### config.mk
export PLATFORM = sky130hd
export DESIGN_NAME = edge_bit_counter
export DESIGN_NICKNAME = d
export VERILOG_FILES = /design/src/rtl/edge_bit_counter_pkg.sv /design/src/rtl/edge_bit_counter.sv
export SDC_FILE = /design/constraint.sdc
export NUM_CORES = 1
export LEC_CHECK = 0
export CAP_MARGIN = 5
export CORE_AREA = 2 2 40 42
export DETAILED_ROUTE_END_ITERATION = 8
export DIE_AREA = 0 0 42 44
export PLACE_DENSITY = 0.8
export SLEW_MARGIN = 20
export SYNTH_ARGS = -nofsm -noshare
export SYNTH_HDL_FRONTEND = slang
export SYNTH_SLANG_ARGS = --single-unit
export TNS_END_PERCENT = 20
### constraint.sdc
create_clock -name CLK -period 3.3 [get_ports CLK]
set_input_delay 0.66 -clock CLK [delete_from_list [all_inputs] [get_ports CLK]]
set_output_delay 0.66 -clock CLK [all_outputs]
set_load 0.05 [all_outputs]
### src/rtl/edge_bit_counter_pkg.sv
// Shared UART receive-path definitions: default counter widths used across the RX blocks.
`timescale 1ns/1ps
package edge_bit_counter_pkg;

  localparam int unsigned UART_PRESCALE_W = 5;
  localparam int unsigned UART_BIT_CNT_W  = 4;

endpackage

### src/rtl/edge_bit_counter.sv
// UART RX oversampling counter: edge index within a bit and bit index within a frame.
`timescale 1ns/1ps
module edge_bit_counter
  import edge_bit_counter_pkg::*;
#(
  parameter int unsigned PRESCALE_W = UART_PRESCALE_W,
  parameter int unsigned BIT_CNT_W  = UART_BIT_CNT_W
) (
  input  logic                  CLK,
  input  logic                  RST,
  input  logic                  enable,
  input  logic [PRESCALE_W-1:0] Prescale,
  output logic [PRESCALE_W-1:0] edge_cnt,
  output logic [BIT_CNT_W-1:0]  bit_cnt
);

  logic [PRESCALE_W-1:0] r_edge_cnt;
  logic [BIT_CNT_W-1:0]  r_bit_cnt;
  logic [PRESCALE_W-1:0] w_terminal;
  logic                  w_last_edge;

  // Modulo subtraction: Prescale=0 gives all-ones, so a bit then spans 2^PRESCALE_W edges.
  assign w_terminal  = Prescale - PRESCALE_W'(1);
  // >= rather than == so a mid-bit Prescale reduction wraps instead of running past T.
  assign w_last_edge = (r_edge_cnt >= w_terminal);

  always_ff @(posedge CLK or negedge RST) begin
    if (!RST) begin
      r_edge_cnt <= '0;
      r_bit_cnt  <= '0;
    end else if (!enable) begin
      r_edge_cnt <= '0;
      r_bit_cnt  <= '0;
    end else if (w_last_edge) begin
      r_edge_cnt <= '0;
      r_bit_cnt  <= r_bit_cnt + BIT_CNT_W'(1);
    end else begin
      r_edge_cnt <= r_edge_cnt + PRESCALE_W'(1);
    end
  end

  assign edge_cnt = r_edge_cnt;
  assign bit_cnt  = r_bit_cnt;

endmodule

Word level (Yosys, flattened, before mapping)
Cells that the tools add are included.
W data, S select, Z words.
{ "op_classes": {"addsub": 3, "magnitude_cmp": 1, "eq_ne": 1, "mux": 4} }
{ "ops": {"columns": ["operator", "count"], "rows": [
  ["$mux W5", 2],
  ["$mux W4", 2],
  ["$add A5 B1 Y5 const B", 1],
  ["$ge A5 B5 Y1", 1],
  ["$sub A5 B1 Y5 const B", 1],
  ["$add A4 B1 Y4 const B", 1],
  ["$ne A2 B1 Y1 const B", 1]
]} }
{ "totals": {"ff_bits": 9, "input_bits": 8, "output_inout_bits": 9, "elab_cells": 11} }

Logic depth before layout (Yosys ltp)
Gate-level depths: netlist of run 1.
{ "depth": {"ltp_word": 4, "mapped_depth": 10, "mapped_depth_nobuf": 9} }

Least setup slack after synthesis of run 1
No wires, ideal clock.
{ "synth_timing": {"path_type": "input-to-reg", "startpoint": "input port Prescale[0]", "endpoint": "register r_bit_cnt[1] (netlist: bit_cnt[1])", "setup_time_ps": 149, "arrival_time_ps": 2265, "slack_ps": 887, "cell_stages": 10, "cell_sequence": "inv_1 -> ha_1 -> nor3b_1 -> xnor2_1 -> ha_1 -> a21oi_1 -> buf_2 -> nor2_1 -> a41oi_1 -> o311ai_0"} }
{ "synth_via": {"elab_chain_len": 3} }
{ "synth_rtl": {"columns": ["item", "line", "rtl"], "rows": [
  ["from (decl)", "edge_bit_counter.sv:12", "input logic [PRESCALE_W-1:0] Prescale,"],
  ["$sub A5 B1 Y5", "edge_bit_counter.sv:23", "assign w_terminal = Prescale - PRESCALE_W'(1);"],
  ["$ge A5 B5 Y1", "edge_bit_counter.sv:25", "assign w_last_edge = (r_edge_cnt >= w_terminal);"],
  ["$ne A2 B1 Y1 (no line)", null, null],
  ["to (signal assigned)", "edge_bit_counter.sv:36", "r_bit_cnt <= r_bit_cnt + BIT_CNT_W'(1);"],
  ["to (decl)", "edge_bit_counter.sv:18", "logic [BIT_CNT_W-1:0] r_bit_cnt;"]
]} }
No other way between the ends.
A chain may end at the register's enable or synchronous reset.

Worst setup path after layout of run 1
Ends and elaborated chain as after synthesis.

==> load_flow_metrics.sql, run 1 <==
INSERT INTO impl_metrics (metric_group, metric, value, unit) VALUES
('synthesis', 'synth_top_cells_by_count', 'dfrtp_1, ha_1, nand4_1, nor2_1, nand3_1', ''),
('cells_and_area', 'diodes', '0', ''),
('power_and_ir_drop', 'seq_power_share', '34.2', '%'),
('floorplan', 'fp.dieArea', '1850', 'sq um'),
('drt', 'dr.pass1.iters', '4', ''),
('worst_setup_path', 'setup.worst_path.start_class', 'input port', ''),
('worst_setup_path', 'critical_path_class', 'input port to flop', ''),
('power_and_ir_drop', 'clock_power_share', '17.2', '%'),
('worst_setup_path', 'required', '3.41', 'ns'),
('worst_setup_path', 'timing.critical_path.slowest_stage_cell', 'clkdlybuf4s50_1', ''),
('job', 'max_cap_violations', '0', ''),
('global_route', 'grt_antenna_before_repair', '0', ''),
('clock_tree', 'tritoncts', 'built', ''),
('synthesis', 'synth_enable_flop_cells', '0', ''),
('sta', 'finalWorstSetupSlack', '0.609', 'ns'),
('clock_tree', 'cts_htree_levels', '1', ''),
('sta', 'max_clock_freq', '372', 'MHz'),
('synthesis', 'yosys_most_used_dff', 'dfrtp_1', ''),
('clock_tree', 'cts_resized', '0', ''),
('worst_setup_path', 'critical_path.cell_chain', 'clkdlybuf4s50_1 > inv_1 > ha_1 > nor3b_1 > xnor2_1 > ha_1 > a21oi_1 > buf_4 > nor2_1 > a41oi_1 > o311ai_0', ''),
('cells_and_area', 'layout_area_growth_over_synthesis', '31.1', '%'),
('power_and_ir_drop', 'p_comb_share', '48.6', '%'),
('floorplan', 'fp-row-count', '14', ''),
('placed_design', 'detailed_place_hpwl', '996', 'um'),
('floorplan', 'fp.coreArea', '1420', 'sq um'),
('floorplan', 'die_h', '44', 'um'),
('placed_design', 'port_buffers', '16', ''),
('hold_path', 'timing.hold.worst.class', 'flop to flop', ''),
('synthesis', 'postSynthAreaPerCell', '9.44', 'sq um'),
('synthesis', 'async_reset_ff_share', '100', '%'),
('synthesis', 'synth_warnings', '0', ''),
('clock_tree', 'path_clk_slew', '0.06', 'ns'),
('synthesis', 'synth_area_leader_cell', 'dfrtp_1', ''),
('hold_path', 'worstHoldPathCells', '1', ''),
('sta', 'unrepaired_setup_endpoints_after_global_routing', 'false', ''),
('sta', 'tightest_slew', '0.491', 'ns'),
('synthesis', 'post_synth_instance_area', '661', 'sq um'),
('sta', 'slew_headroom', '67.2', '%'),
('drt', 'totalWireLength', '1370', 'um'),
('worst_setup_path', 'worst_r2r_path_depth', '5', ''),
('worst_setup_path', 'worstSetupEndpointType', 'flop', ''),
('synthesis', 'ff_latch_count_synth', '9', ''),
('clock_tree', 'tritoncts.num_buffers', '3', ''),
('global_route', 'grt_pass1_vias', '518', ''),
('drt', 'post-route-drc-count', '0', ''),
('clock_tree', 'cts_root_buf', 'clkbuf_4', ''),
('sta', 'slew_violations', '0', ''),
('worst_setup_path', 'cell_repeated_most_along_the_worst_path', 'ha_1', ''),
('outcome', 'outcome', 'finished clean', ''),
('cells_and_area', 'layout-drive-gt1-share', '6.74', '%'),
('global_route', 'pin_count_of_the_biggest_net_entering_global_routing', '14', ''),
('cells_and_area', 'design_area', '866', 'sq um'),
('power_and_ir_drop', 'power_density', '551', 'nW/um^2'),
('cells_and_area', 'utilization', '61.0', '%'),
('synthesis', 'synth.distinct_cells', '26', ''),
('placed_design', 'dpl-instance-area', '840', 'sq um'),
('sta', 'min_period_over_period', '81.6', '%'),
('synthesis', 'synth_seq_area_share', '34.1', '%'),
('global_route', 'grt_pass1_wl', '2260', 'um'),
('synthesis', 'netlist_instances', '70', ''),
('sta', 'skew', '0.00350', 'ns'),
('clock_tree', 'clkSinkCount', '9', ''),
('drt', 'drt_iter0_drc', '12', ''),
('worst_setup_path', 'worst_endpoint_data_arrival_time', '2.80', 'ns'),
('drt', 'detail-route-antenna-nets', '0', ''),
('worst_setup_path', 'crit_path_max_incr_delay', '0.43', 'ns'),
('drt', 'vias_per_cell', '5.63', ''),
('clock_tree', 'number_of_setup_buffers_added_after_cts', '0', ''),
('synthesis', 'postSynthNetCount', '86', ''),
('sta', 'setup_tns', '0', 'ns'),
('sta', 'setup_violations', '0', '');
[critical path: cells and delay by family]
family          cells  cell delay (ns)
fa+ha+maj           2             0.45
simple gates        2             0.31
compound gates      3             0.48
buf+inv             3             0.72
xor+xnor            1             0.16
[cells in the final DEF (no fill, tap or decap), drive strengths merged, types with 2 or more instances in the layout]
cell type and n:
nor2 6, a41oi 2, nand2b 3, clkdlybuf4s50 16
dfrtp 9, inv 4, nand4 6, xor2 2
clkbuf 4, nand2 4, o311ai 2, ha 8
xnor2 4, nand3 5, nor3 2
[routing by layer]
metal	GRT usage, %	vias up	part of all wire [%]
met2	25.3	19	47
met3	8.33	2	6.2
li1	-	300	-
met1	21.4	270	46
met5	0	-	0
met4	3.87	0	1.0
[worst paths after layout]
check / startpoint / end / slack, ns
hold / removal: edge_cnt[0] / edge_cnt[0] / 0.53
min in group asynchronous: RST / edge_cnt[3] / 0.71
setup reg to reg: edge_cnt[2] / edge_cnt[2] / 1.55
hold reg to reg: edge_cnt[0] / edge_cnt[0] / 0.53
max in group asynchronous: RST / bit_cnt[1] / 2.30
setup / recovery: Prescale[0] / bit_cnt[1] / 0.61
[registers in the layout (all words and copies together) (netlist names)]
name and flops:
edge_cnt 5, bit_cnt 4
[power groups by stage]
stage	combinational, mW	clock (mW)	sequential (mW)
detailed placement	0.232	0	0.164
global route	0.248	0.0930	0.167
CTS	0.233	0.0865	0.162
finish	0.232	0.0823	0.163
global placement	0.227	0	0.161
floorplan	0.0803	0	0.237
[cell families (layout without fill, tap and decap cells)]
logic type / Yosys count / in the layout / share of synthesized area [%]
AND/OR/NAND/NOR: 31 / 31 / 24.8
AO/OA/AOI/OAI: 10 / 10 / 14.4
flip-flops: 9 / 9 / 34.1
adder cells (fa/ha/maj): 8 / 8 / 15.2
XOR/XNOR: 6 / 6 / 7.95
buffers and inverters: 6 / 25 / 3.60
[layout make-up]
| cell class | count | area [sq um] | share of cell area (%) |
|---|---|---|---|
| clock buffer | 4 | 26.3 | 3.03 |
| inverter | 4 | 15.0 | 1.73 |
| multi-input combinational | 55 | 412 | 47.5 |
| sequential | 9 | 225 | 26.0 |
| tap | 16 | 20.0 | 2.31 |
| timing repair buffer | 17 | 168 | 19.4 |
[through the flow]
stage,hold WS (ns),total power [mW]
after global placement,0.510,0.388
after global routing,0.557,0.508
after CTS,0.529,0.481
final,0.529,0.477
after detailed placement,0.523,0.396
after floorplan,0.364,0.318
Note: power is estimated with default switching activity, not from simulation.
==> run 2: changes to the inputs <==
Settings changed: CORE_AREA 2 2 40 42 to 2 2 41 43, DIE_AREA 0 0 42 44 to 0 0 43 45, PLACE_DENSITY 0.8 to 0.77.
Clock period 3.3 ns to 2.8 ns, I/O delays scaled along.
==> run 2 against run 1 <==
Against the previous run: via count up 1.7%; non-clock buffer count increased by 1; final area increased by 0.87%; critical path type unchanged; highest routed layer is now met3.
==> load_flow_metrics.sql, run 2 (synthesis results as in run 1) <==
INSERT INTO impl_metrics (metric_group, metric, value, unit) VALUES
('sta', 'setup_tns', '0', 'ns'),
('clock_tree', 'path_clk_slew', '0.05', 'ns'),
('clock_tree', 'number_of_setup_buffers_added_after_cts', '0', ''),
('clock_tree', 'clk_latency', '0.26', 'ns'),
('sta', 'hold_ws', '0.532', 'ns'),
('job', 'max_cap_violations', '0', ''),
('clock_tree', 'cts_resized', '0', ''),
('worst_setup_path', 'family_with_the_most_delay_on_the_worst_path', 'buffers and inverters', ''),
('worst_setup_path', 'path_max_fanout', '13', ''),
('hold_path', 'hold_path.startpoint', 'edge_cnt[0]', ''),
('cells_and_area', 'seq_area', '225', 'sq um'),
('floorplan', 'design.portCount', '17', ''),
('cells_and_area', 'n_fill_cell', '137', ''),
('sta', 'setup_violations', '0', ''),
('floorplan', 'fp.coreArea', '1470', 'sq um'),
('clock_tree', 'hold_buffer_count_at_cts', '0', ''),
('power_and_ir_drop', 'static-leakage-power', '0.367', 'nW'),
('hold_path', 'timing.hold.worst.class', 'flop to flop', ''),
('clock_tree', 'clockBufferDepth', '2', ''),
('worst_setup_path', 'cp_num_buf_inv', '3', ''),
('worst_setup_path', 'required', '2.91', 'ns'),
('cells_and_area', 'mostFrequentLayoutCell', 'clkdlybuf4s50_1', ''),
('global_route', 'grt_pass1_wl', '2460', 'um'),
('cells_and_area', 'nets', '107', ''),
('worst_setup_path', 'critPathLaunch', 'Prescale[0]', ''),
('drt', 'totalWireLength', '1340', 'um'),
('placed_design', 'post-place-cells', '102', ''),
('power_and_ir_drop', 'worst_ir_drop_vdd', '313', 'uV'),
('cells_and_area', 'instances_no_fill', '106', ''),
('drt', 'drt_iter0_drc', '4', ''),
('floorplan', 'die_width', '43', 'um'),
('cells_and_area', 'diodes', '0', ''),
('global_route', 'grt_pass1_vias', '576', ''),
('drt', 'post-route-drc-count', '0', ''),
('power_and_ir_drop', 'design_power_total', '562', 'uW'),
('floorplan', 'die_h', '45', 'um'),
('worst_setup_path', 'worstSetupEndpointType', 'flop', ''),
('placed_design', 'place_congestion', '0.758', ''),
('sta', 'max_clock_freq', '394', 'MHz'),
('sta', 'unrepaired_setup_endpoints_after_global_routing', 'false', ''),
('clock_tree', 'tritoncts', 'built', ''),
('drt', 'dr.pass1.iters', '4', ''),
('worst_setup_path', 'setup.reg_to_reg.worst_slack', '1.04', 'ns'),
('global_route', 'grt_antenna_before_repair', '0', ''),
('drt', 'routedWlPerCell', '12.7', 'um'),
('placed_design', 'detailed_place_hpwl', '1030', 'um'),
('global_route', 'global_route.overflow_total', '0', ''),
('clock_tree', 'clkSinkCount', '9', ''),
('cells_and_area', 'multi_input_area', '412', 'sq um'),
('sta', 'slew_headroom', '67.0', '%'),
('drt', 'detail-route-antenna-nets', '0', ''),
('floorplan', 'fp.dieArea', '1940', 'sq um'),
('clock_tree', 'cts_htree_levels', '1', ''),
('global_route', 'gr-usage-all-layers', '17.1', '%'),
('cells_and_area', 'layout-drive-gt1-share', '7.78', '%'),
('drt', 'num_vias', '601', ''),
('worst_setup_path', 'critical_path.cell_chain', 'clkdlybuf4s50_1 > inv_1 > ha_1 > nor3b_1 > xnor2_1 > ha_1 > a21oi_1 > buf_4 > nor2_1 > a41oi_1 > o311ai_0', ''),
('clock_tree', 'cts_root_buf', 'clkbuf_4', ''),
('power_and_ir_drop', 'power_density', '644', 'nW/um^2'),
('worst_setup_path', 'worst_endpoint_data_arrival_time', '2.64', 'ns'),
('cells_and_area', 'layout_area_growth_over_synthesis', '32.2', '%'),
('sta', 'tightest_slew', '0.494', 'ns'),
('cells_and_area', 'largest_reg_flops', '5', ''),
('worst_setup_path', 'worst_r2r_startpoint', 'edge_cnt[2]', ''),
('placed_design', 'port_buffers', '16', ''),
('floorplan', 'start_util', '44.9', '%'),
('sta', 'skew', '0.00711', 'ns'),
('cells_and_area', 'mostFrequentLayoutCells', 'clkdlybuf4s50_1, dfrtp_1, ha_1', ''),
('outcome', 'outcome', 'finished clean', ''),
('sta', 'slew_violations', '0', ''),
('drt', 'vias_per_cell', '5.67', ''),
('worst_setup_path', 'crit_path_max_incr_delay', '0.41', 'ns'),
('worst_setup_path', 'timing.critical_path.slowest_stage_cell', 'clkdlybuf4s50_1', ''),
('worst_setup_path', 'cell_repeated_most_along_the_worst_path', 'ha_1', ''),
('sta', 'period_needed', '2.53', 'ns'),
('worst_setup_path', 'setup.worst_path.start_class', 'input port', ''),
('floorplan', 'fp-row-count', '14', ''),
('sta', 'timing_hold_violations_final', '0', ''),
('global_route', 'pin_count_of_the_biggest_net_entering_global_routing', '14', ''),
('worst_setup_path', 'critical_path_class', 'input port to flop', ''),
('sta', 'min_period_over_period', '90.5', '%'),
('clock_tree', 'tritoncts.num_buffers', '3', '');
[run 2: changes by cell type in the layout (fill, tap and decap cells not counted)]
cell   delta
buf_4     +1
[run 2: metal layers]
layer  wire length (um)  up-vias  track usage, %
li1                   -      305               -
met1                661      284            22.3
met4                  0        0            3.64
met3                 69        0            7.20
met5                  0        -               0
met2                612       12            27.0
[run 2: layout make-up]
class                           instances  area share (%)
Sequential cell                         9            25.8
Timing Repair Buffer                   18            20.1
Clock buffer                            4            3.01
Multi-Input combinational cell         55            47.1
Tap cell                               16            2.29
Inverter                                4            1.72
[run 2: path summary, 6_finish.rpt]
| check | cells past startpoint | end |
|---|---|---|
| worst max-delay path | 11 | bit_cnt[1] |
| worst min-delay path | 1 | edge_cnt[0] |
| worst max register to register | 5 | edge_cnt[2] |
| worst min register to register | 1 | edge_cnt[0] |
| max in group asynchronous | 1 | edge_cnt[0] |
| min in group asynchronous | 1 | bit_cnt[2] |
[run 2: where the power goes]
group	internal [mW]	leakage [nW]	total (mW)	switching [mW]
Clock	0.0548	0.0150	0.0986	0.0438
Sequential	0.157	0.119	0.190	0.0336
Combinational	0.105	0.233	0.273	0.168
Total	0.316	0.367	0.562	0.246
[run 2: metrics by stage]
| stage | area, sq um | setup slack [ns] | util (%) |
|---|---|---|---|
| 2_1_floorplan | 661 | 0.487 | - |
| 3_5_place_dp | 847 | 0.0184 | 57.6 |
| 3_3_place_gp | 847 | 0.0572 | 57.6 |
| 6_report | 873 | 0.265 | 59.4 |
| 4_1_cts | 873 | 0.272 | 59.4 |
| 5_1_grt | 873 | 0.00962 | 59.4 |
==> run 3: changes to the inputs <==
Settings changed: ABC_AREA from default to 1, PLACE_DENSITY 0.77 to 0.75.
==> run 3 against run 2 <==
Against the previous run: clock skew is 0.00086 ns lower; critical path depth up 2; first-iteration DRC count grew to 3.3 times the previous value; non-clock buffer count is 2 lower; highest routed layer is now met4; sequential power decreased by 12%.
==> load_flow_metrics.sql, run 3 <==
INSERT INTO impl_metrics (metric_group, metric, value, unit) VALUES
('sta', 'hold_ws', '0.531', 'ns'),
('global_route', 'pin_count_of_the_biggest_net_entering_global_routing', '10', ''),
('drt', 'met3_length', '51', 'um'),
('synthesis', 'async_reset_ff_share', '100', '%'),
('synthesis', 'ff_latch_count_synth', '9', ''),
('synthesis', 'synth_seq_area_share', '35.4', '%'),
('drt', 'num_vias', '573', ''),
('synthesis', 'synth_warnings', '0', ''),
('synthesis', 'leading_cell_type_by_number_of_instances_after_synthesis', 'nand2_1', ''),
('drt', 'vias_per_cell', '4.98', ''),
('global_route', 'gr-usage-all-layers', '16.6', '%'),
('drt', 'wl_on_met1', '540', 'um'),
('synthesis', 'synth_area_leader_cell', 'dfrtp_1', ''),
('floorplan', 'start_util', '43.3', '%'),
('drt', 'dr.pass1.iters', '5', ''),
('synthesis', 'yosys_most_used_dff', 'dfrtp_1', ''),
('clock_tree', 'cts_htree_levels', '1', ''),
('sta', 'max_clock_freq', '428', 'MHz'),
('clock_tree', 'clk_latency', '0.26', 'ns'),
('cells_and_area', 'largest_reg_flops', '5', ''),
('synthesis', 'netlist_instances', '79', ''),
('drt', 'totalWireLength', '1320', 'um'),
('sta', 'skew', '0.00625', 'ns'),
('sta', 'min_period_over_period', '83.4', '%'),
('outcome', 'outcome', 'finished clean', ''),
('floorplan', 'fp-row-count', '14', ''),
('drt', 'drt_iter0_drc', '13', ''),
('drt', 'detail-route-antenna-nets', '0', ''),
('cells_and_area', 'mostFrequentLayoutCells', 'nand2_1, clkdlybuf4s50_1, inv_1', ''),
('worst_setup_path', 'worstSetupEndpointType', 'flop', ''),
('drt', 'routedWlPerCell', '11.5', 'um'),
('drt', 'wl_met2', '680', 'um'),
('global_route', 'grt_pass1_wl', '2280', 'um'),
('cells_and_area', 'nets', '116', ''),
('synthesis', 'synth_top_cells_by_count', 'nand2_1, inv_1, nor2_1', ''),
('sta', 'timing_hold_violations_final', '0', ''),
('clock_tree', 'tritoncts', 'built', ''),
('job', 'max_cap_violations', '0', ''),
('synthesis', 'post_synth_instance_area', '637', 'sq um'),
('power_and_ir_drop', 'static-leakage-power', '0.434', 'nW'),
('clock_tree', 'path_clk_slew', '0.06', 'ns'),
('power_and_ir_drop', 'worst_ir_drop_vdd', '324', 'uV'),
('cells_and_area', 'diodes', '0', ''),
('floorplan', 'fp.coreArea', '1470', 'sq um'),
('clock_tree', 'cts_root_buf', 'clkbuf_4', ''),
('sta', 'setup_violations', '0', ''),
('floorplan', 'fp.dieArea', '1940', 'sq um'),
('worst_setup_path', 'path_max_fanout', '9', ''),
('global_route', 'global_route.overflow_total', '0', ''),
('worst_setup_path', 'worst_endpoint_data_arrival_time', '2.49', 'ns'),
('floorplan', 'design.portCount', '17', ''),
('clock_tree', 'number_of_setup_buffers_added_after_cts', '0', ''),
('cells_and_area', 'layout-drive-gt1-share', '7.07', '%'),
('hold_path', 'timing.hold.worst.class', 'flop to flop', ''),
('placed_design', 'place_congestion', '0.683', ''),
('power_and_ir_drop', 'power_density', '524', 'nW/um^2'),
('placed_design', 'port_buffers', '16', ''),
('cells_and_area', 'instances_no_fill', '115', ''),
('floorplan', 'die_h', '45', 'um'),
('sta', 'tightest_slew', '0.497', 'ns'),
('worst_setup_path', 'required', '2.95', 'ns'),
('placed_design', 'detailed_place_hpwl', '1080', 'um'),
('synthesis', 'postSynthAreaPerCell', '8.06', 'sq um'),
('sta', 'unrepaired_setup_endpoints_after_global_routing', 'false', ''),
('cells_and_area', 'layout_area_growth_over_synthesis', '32.4', '%'),
('floorplan', 'die_width', '43', 'um'),
('global_route', 'grt_pass1_vias', '569', ''),
('worst_setup_path', 'setup.worst_path.start_class', 'input port', ''),
('clock_tree', 'clockBufferDepth', '2', ''),
('drt', 'highest_layer', 'met4', ''),
('sta', 'slew_violations', '0', ''),
('sta', 'period_needed', '2.34', 'ns'),
('sta', 'slew_headroom', '66.8', '%'),
('clock_tree', 'tritoncts.num_buffers', '3', ''),
('drt', 'post-route-drc-count', '0', ''),
('synthesis', 'post-synth-top-area-fraction', '35.4', '%'),
('placed_design', 'post-place-cells', '111', ''),
('clock_tree', 'hold_buffer_count_at_cts', '0', ''),
('global_route', 'grt_antenna_before_repair', '0', ''),
('synthesis', 'synth_enable_flop_cells', '0', ''),
('cells_and_area', 'mostFrequentLayoutCell', 'nand2_1', ''),
('sta', 'setup_tns', '0', 'ns'),
('synthesis', 'synth.top_cells.by_area', 'dfrtp_1, ha_1, nand2_1', ''),
('synthesis', 'synth.distinct_cells', '13', ''),
('worst_setup_path', 'critical_path_class', 'input port to flop', ''),
('synthesis', 'postSynthNetCount', '95', ''),
('clock_tree', 'cts_resized', '0', ''),
('clock_tree', 'clkSinkCount', '9', '');
==> run 3: final timing paths <==
path / startpoint / end / cells after the start / slack, ns
max: Prescale[0] / bit_cnt[2] / 13 / 0.46
min: edge_cnt[0] / edge_cnt[0] / 1 / 0.53
max reg2reg: edge_cnt[2] / bit_cnt[2] / 7 / 1.30
min reg2reg: edge_cnt[0] / edge_cnt[0] / 1 / 0.53
max in group asynchronous: RST / bit_cnt[3] / 1 / 1.94
min in group asynchronous: RST / edge_cnt[1] / 1 / 0.58
==> run 3: cells by family (layout without fill, tap and decap cells) <==
kind of cell             Yosys count  in the layout  share of synthesized area [%]
flip-flops                         9              9                           35.4
adder cells (fa/ha/maj)            8              8                           15.7
XOR/XNOR                           7              7                           9.63
AND/OR/NAND/NOR                   42             42                           31.6
buffers and inverters             13             33                           7.66
==> run 3: critical path, stage by stage <==
cell and delay, ns:
clkdlybuf4s50_1 0.49, inv_1 0.07, ha_1 0.22, nand2_1 0.08
xnor2_1 0.11, inv_1 0.06, ha_1 0.28, nand2_1 0.09
inv_1 0.04, nand2_1 0.18, nand3_4 0.16, nand2_1 0.10
nand2_1 0.05
==> run 3: where the power goes <==
group | internal (mW) | total (mW) | switching, mW
Combinational | 0.0658 | 0.173 | 0.108
Sequential | 0.145 | 0.168 | 0.0225
Clock | 0.0550 | 0.101 | 0.0462
==> run 3: final cells by class <==
cell class,instances,area [sq um]
sequential,9,225
timing repair buffer,16,160
fill,154,628
clock buffer,4,26.3
multi-input combinational,57,363
tap,16,20.0
inverter,13,48.8
==> run 3: per-stage QoR <==
| step | total power, mW | util, % | worst slack, ns | cell area (sq um) |
|---|---|---|---|---|
| after floorplan | 0.281 | - | 0.861 | 637 |
| after global placement | 0.339 | 55.5 | 0.258 | 817 |
| after detailed placement | 0.345 | 55.5 | 0.189 | 817 |
| after CTS | 0.450 | 57.3 | 0.474 | 843 |
| after global routing | 0.470 | 57.3 | 0.316 | 843 |
| final | 0.442 | 57.3 | 0.464 | 843 |
==> run 3: layer usage <==
layer  vias up  GRT usage [%]
met1       251           17.8
met2        26           30.6
li1        287              -
met3         9           1.20
met5         -              0
met4         0           12.7
